`config.mk`:
```
export PLATFORM = sky130hd
export DESIGN_NAME = mem_arbiter
export DESIGN_NICKNAME = d
export VERILOG_FILES = /design/src/rtl/mem_arbiter.sv
export SDC_FILE = /design/constraint.sdc
export NUM_CORES = 1
export LEC_CHECK = 0
export BUFFER_PORTS_ARGS = -buffer_cell sky130_fd_sc_hd__buf_2
export CAP_MARGIN = 25
export CORE_MARGIN = 2
export CORE_UTILIZATION = 51
export CTS_CLUSTER_DIAMETER = 150
export DETAILED_ROUTE_END_ITERATION = 12
export GPL_TIMING_DRIVEN = 0
export PLACE_DENSITY = 0.85
export SLEW_MARGIN = 20
export SYNTH_ARGS = -nofsm -noshare
export SYNTH_HDL_FRONTEND = slang
export SYNTH_SLANG_ARGS = --single-unit
```
`constraint.sdc`:
```
create_clock -name clk -period 6.72 [get_ports clk]
set_input_delay 1.008 -clock clk [delete_from_list [all_inputs] [get_ports clk]]
set_output_delay 1.008 -clock clk [all_outputs]
set_load 0.005 [all_outputs]
```
`src/rtl/mem_arbiter.sv`:
```
// Shares one synchronous single-port SRAM between instruction-fetch and data ports.
// Latency: 3 cycles from the request-sampling edge to the one-cycle ack pulse.
// Backpressure: requests hold until ack; data wins ties unless fetch has waited MAX_DATA_RUN grants.
module mem_arbiter #(
    parameter int unsigned MAX_DATA_RUN = 4
) (
    input  logic        clk,
    input  logic        rst,
    input  logic        i_req,
    input  logic [31:0] i_addr,
    output logic [31:0] i_rdata,
    output logic        i_ack,
    input  logic        d_req,
    input  logic [31:0] d_addr,
    input  logic [3:0]  d_we,
    input  logic [31:0] d_wdata,
    output logic [31:0] d_rdata,
    output logic        d_ack,
    output logic [31:0] m_addr,
    output logic [3:0]  m_we,
    output logic [31:0] m_wdata,
    input  logic [31:0] m_rdata,
    output logic        owner
);

    typedef enum logic [1:0] {
        IDLE  = 2'd0,
        ISSUE = 2'd1,
        RESP  = 2'd2
    } state_t;

    localparam logic [3:0] RUN_MAX = 4'(MAX_DATA_RUN);

    state_t      state;
    state_t      state_nxt;
    logic [3:0]  run_cnt;
    logic        is_write;
    logic        i_elig;
    logic        d_elig;
    logic        grant_i;
    logic        grant_d;

    // Pick a winner in IDLE; a port in its own ack cycle sits out so it is never served twice.
    always_comb begin
        i_elig    = i_req && !i_ack;
        d_elig    = d_req && !d_ack;
        grant_i   = 1'b0;
        grant_d   = 1'b0;
        state_nxt = state;
        case (state)
            IDLE: begin
                if (d_elig && (!i_elig || run_cnt != RUN_MAX)) begin
                    grant_d = 1'b1;
                end else if (i_elig) begin
                    grant_i = 1'b1;
                end
                if (grant_d || grant_i) begin
                    state_nxt = ISSUE;
                end
            end
            ISSUE:   state_nxt = RESP;
            RESP:    state_nxt = IDLE;
            default: state_nxt = IDLE;
        endcase
    end

    // State register.
    always_ff @(posedge clk or posedge rst) begin
        if (rst) begin
            state <= IDLE;
        end else begin
            state <= state_nxt;
        end
    end

    // Memory command, response capture, ack pulses and the fetch-starvation counter.
    always_ff @(posedge clk or posedge rst) begin
        if (rst) begin
            m_addr   <= '0;
            m_we     <= '0;
            m_wdata  <= '0;
            owner    <= 1'b0;
            is_write <= 1'b0;
            run_cnt  <= '0;
            i_rdata  <= '0;
            d_rdata  <= '0;
            i_ack    <= 1'b0;
            d_ack    <= 1'b0;
        end else begin
            i_ack <= 1'b0;
            d_ack <= 1'b0;
            case (state)
                IDLE: begin
                    if (grant_d) begin
                        m_addr   <= d_addr;
                        m_we     <= d_we;
                        m_wdata  <= d_wdata;
                        owner    <= 1'b1;
                        is_write <= |d_we;
                        // Only count data wins that actually kept a fetch waiting.
                        if (i_elig) begin
                            run_cnt <= (run_cnt >= RUN_MAX) ? RUN_MAX : run_cnt + 4'd1;
                        end else begin
                            run_cnt <= '0;
                        end
                    end else if (grant_i) begin
                        m_addr   <= i_addr;
                        m_we     <= '0;
                        m_wdata  <= '0;
                        owner    <= 1'b0;
                        is_write <= 1'b0;
                        run_cnt  <= '0;
                    end
                end
                ISSUE: begin
                    // The SRAM has taken the write at this edge; never let it repeat.
                    m_we <= '0;
                end
                RESP: begin
                    if (!owner) begin
                        i_rdata <= m_rdata;
                        i_ack   <= 1'b1;
                    end else begin
                        d_ack <= 1'b1;
                        if (!is_write) begin
                            d_rdata <= m_rdata;
                        end
                    end
                end
                default: ;
            endcase
        end
    end

endmodule

```
* After elaboration in Yosys (flattened, before gate mapping)
Index checks and enable logic that the tools add are counted.
** Cells by class
- Add/sub/neg operators :: 1
- Multiply operators :: 0
- Div/mod/pow operators :: 0
- Order comparisons :: 1
- Eq/ne operators :: 5
- Shift-type cells :: 0
- Mux-type cells :: 26
- Bitwise logic cells :: 2
- Reduce and logical (&&, ||, !) cells :: 16
** Operator list (count)
- two-way mux 32 bit :: 4
- two-way mux 4 bit :: 5
- two-way mux 1 bit :: 14
- case mux 4 bit (2 select lines) :: 1
- AND reduction 2 bit :: 3
- adder 4 x 1 -> 4 bit (second input constant) :: 1
- greater-or-equal comparator 4 x 3 -> 1 bit (second input constant) :: 1
- != test 4 x 3 -> 1 bit (second input constant) :: 1
- case mux 2 bit (2 select lines) :: 1
- nonzero test 2 bit :: 2
- OR reduction 4 bit :: 1
- logical AND 1 bit :: 3
- logical NOT 1 bit :: 3
- != test 3 bit (second input constant) :: 1
- AND reduction 3 bit :: 1
- == test 2 x 1 -> 1 bit (second input constant) :: 1
- == test 2 bit (second input constant) :: 1
- logical NOT 2 bit :: 1
- logical OR 1 bit :: 2
- two-way mux 2 bit :: 1
- != test 2 bit (second input constant) :: 1
- inverter 1 bit :: 2
** Storage, ports and cells
- Register bits after elaboration :: 142
- Bits in latches :: 0
- Bits in writable memories :: 0
- ROM bits :: 0
- Output and inout port bits :: 135
- Word-level logic and storage cells :: 62
- Memories :: 0

* Longest topological paths before layout
- Depth in word-level cells :: 11
- Depth in mapped cells :: 7
- Depth with buffers taken out :: 5

* Worst setup path before layout
Ideal clock, no wire load.
- Kind :: input-to-reg
- Start :: in i_req
- End :: reg m_addr[16]
- Library setup time :: 0.139 ns
- Arrival time :: 2.079 ns
- Data required time :: 6.581 ns
- Path slack :: 4.502 ns
- Stages on the path :: 6
- Buffers on the path :: 2
- Path through :: nor2b_1 clkbuf_1 o21ai_2 inv_2 clkbuf_1 o221ai_1
** On the way
- Longest elaborated chain between the ends :: 9
- Elaborated cells between the ends (all ways) :: 14
- Classes of those cells :: mux: 8; reduce/logical: 6
** Ends and longest elaborated chain
- start, declared :: line 9 : input logic i_req,
- logical AND 1 bit (*) :: line 45 : i_elig = i_req && !i_ack;
- logical NOT 1 bit :: line 52 : if (d_elig && (!i_elig || run_cnt != RUN_MAX)) begin
- logical OR 1 bit :: line 52
- logical AND 1 bit :: line 52
- two-way mux 1 bit :: line 52
- two-way mux 1 bit (2 in series) :: line 50 : case (state)
- nonzero test 2 bit (no line)
- AND reduction 2 bit (no line)
- end signal, assigned :: line 95 : m_addr <= d_addr;
- end signal, assigned :: line 107 : m_addr <= i_addr;
- end, declared :: line 19 : output logic [31:0] m_addr,
Every way passes the cells marked *; elsewhere a longest branch is shown, timed or not. The select of a mux whose other input is x is not followed.
A chain may end at the register's enable or synchronous reset.

* Worst setup path in the final report
- Start :: in i_req
- End :: reg m_addr[17]
The elaborated chain is that of the path after synthesis.

==> run metrics <==
ANT cells=0; fillers=792; DRT Pass-1 Iters=6; Slew Limit Fails=0; Worst slew margin=59.6%; status=completed; TritonCTS buffer count=17; CTS root buffer=clkbuf_16; Starting Density=52.0%; net count after synthesis=584; Die Ht=112 um; mean post-synth cell area=13.3 um^2; wire length per cell=19.4 um; Detailed Place HPWL=12400 um; Synth async-reset ratio=100%; reg2reg path depth=6; Hold Crit Start=d_rdata[26]$_DFFE_PP0P_; crit start category=primary input; nets=874; vias=5089; number of global-route vias before repair=5438; pwr dens=505 nW/um^2; Clock Latency Late Sink=0.41 ns; Clk pin slew, worst setup/hold paths=0.06 ns; Cells after Synth=446; share of layout cells above drive strength 1=51.7%; Sink Count=approximately 140; most frequent cells in the layout=buf_2, dfrtp_1, o211ai_1; RD Place Congestion=slightly below 0.9; Post-synth EDFFs=0; Setup Buffers After CTS=0; part of the cycle the worst path needs=35.6%; GRT met1 Usage=between 30% and 40%; Finished Cell Area=8100 um^2; placed inst area=7480 um^2; TNS Setup=0 ns; total gr overflow=0; register bit total from synthesis=142; RSZ-0062 raised after global routing=no; WP data required=approximately 7 ns; Max H-tree Level=4; worst r2r src=i_ack$_DFF_PP0_; achievable frequency=418 MHz; post-CTS sizing=0; multi-input logic area=between 2000 and 2500 um^2; GR Util met3=9.69%; # hold bufs at CTS=0; clk buf depth=2; CP arrival=2.66 ns; drt initial violations=431; Worst Setup SP=i_req; Top Ports=about 270; reg2reg end=m_addr[17]$_DFFE_PP0P_; final worst path period need=2.39 ns; GR Util All Layers=27.7%; gr busiest metal=met2; CP Capture Type=register; CTS tree=yes; DR vias/cell=5.71; Setup-failing EPs final=0; Area growth syn-to-layout=37.0%; final hold violation count=0; Synth Warn #=0; Die X=112 um; final clock skew=0.00454 ns; commonest non-fill, non-tap cell in the layout=buf_2; residual DRC count=0; Pleak=4.03 nW; GRT met2 Usage=around 48%; HP Class=reg2reg; port bufs=270; worst setup path endpoint=m_addr[17]$_DFFE_PP0P_; Slew @ Worst Pin=0.601 ns; largest net degree at the start of global routing=roughly 80; core region area=11400 um^2; Post-Route WL=17300 um; mapped cell area=5910 um^2; Die Area=12500 um^2; first-pass GRT wire length=27100 um; initial antenna violation count=0; R2R Setup Slk=4.62 ns; Max Cap Viol=0; Max VDD drop=0.000333 V; register area=3550 um^2; post-route ant nets=0; top_reg_cell synth=dfrtp_1; critical path fanouts, max=10; synth unique cells=31; sequential area share after synthesis=60.1%; Worst Setup Path Type=in2reg; row cnt=39
-- synth_stat cells (2+ instances only) --
| master | count | area share [%] |
|---|---|---|
| inv_1 | 36 | 2.3 |
| o22ai_1 | 2 | 0.21 |
| o211ai_1 | 65 | 8.3 |
| o221ai_1 | 32 | 4.7 |
| nor2b_1 | 4 | 0.42 |
| dfrtp_1 | 142 | 60 |
| ha_1 | 2 | 0.42 |
| mux2_2 | 63 | 12 |
| clkbuf_1 | 26 | 1.7 |
| nor2_1 | 2 | 0.13 |
| buf_2 | 7 | 0.59 |
| a22o_1 | 37 | 5.5 |
| buf_4 | 10 | 1.3 |
-- per-layer routing --
metal | part of all wire, % | vias up
met2 | 51 | 281
met1 | 37 | 2512
met3 | 9.4 | 36
li1 | - | 2260
met5 | 0 | -
met4 | 2.2 | 0
-- sequential cells by signal, summed over array words and instances, names as in the netlist --
register  count
i_ack         1
m_wdata      32
owner         1
d_rdata      32
i_rdata      32
state         2
m_we          4
d_ack         1
is_write      1
m_addr       32
run_cnt       4
-- stage by stage --
step           instances  setup WS [ns]  util [%]  hold slack (ns)  power, mW
2_1_floorplan        446           1.90         -            0.474       2.38
3_3_place_gp         859          0.674      65.5            0.467       3.00
3_5_place_dp         860           3.92      65.8            0.478       3.09
4_1_cts              891           4.35      71.2            0.494       4.11
5_1_grt              891           4.20      71.2            0.512       4.32
6_report             891           4.33      71.2            0.494       4.09
-- cell families (layout without fill, tap and decap cells) --
kind of cell               after synthesis  after routing  synth area share (%)
AOI/OAI and AO/OA                      142            142                  19.4
muxes                                   64             64                  12.2
adders and majority gates                2              2                 0.423
buffers and inverters                   81            383                  5.92
and+or+nand+nor                         15             15                  1.97
DFF                                    142            142                  60.1
-- power breakdown --
group | total, mW | leakage, nW | switching, mW | internal, mW
sequential | 1.50 | 1.74 | 0.232 | 1.27
combinational | 1.60 | 1.99 | 0.812 | 0.784
clock | 0.989 | 0.302 | 0.352 | 0.637
-- critical path, cell delays in order --
cell	delay, ns
buf_2	0.09
nor2b_1	0.12
clkbuf_1	0.38
o21ai_2	0.25
inv_2	0.23
clkbuf_1	0.39
o221ai_1	0.19
-- worst min-delay path by stage --
stage | to | cells after the start
6_report | d_rdata[26]$_DFFE_PP0P_ | 1
5_1_grt | m_wdata[5]$_DFFE_PP0P_ | 1
4_1_cts | d_rdata[26]$_DFFE_PP0P_ | 1
3_5_place_dp | d_rdata[26]$_DFFE_PP0P_ | 1
3_3_place_gp | d_rdata[26]$_DFFE_PP0P_ | 1
2_1_floorplan | is_write$_DFFE_PP0P_ | 1
-- layout make-up --
class,count,area share (%)
plain buffers,43,2.56
inverters,38,1.85
clock inverters,11,2.02
flip-flops and latches,142,43.9
multi-input cells,223,24.8
well taps,143,2.21
clock buffers,20,5.64
repair buffers,271,17.0
No activity file was read; power rests on OpenSTA's default activity.
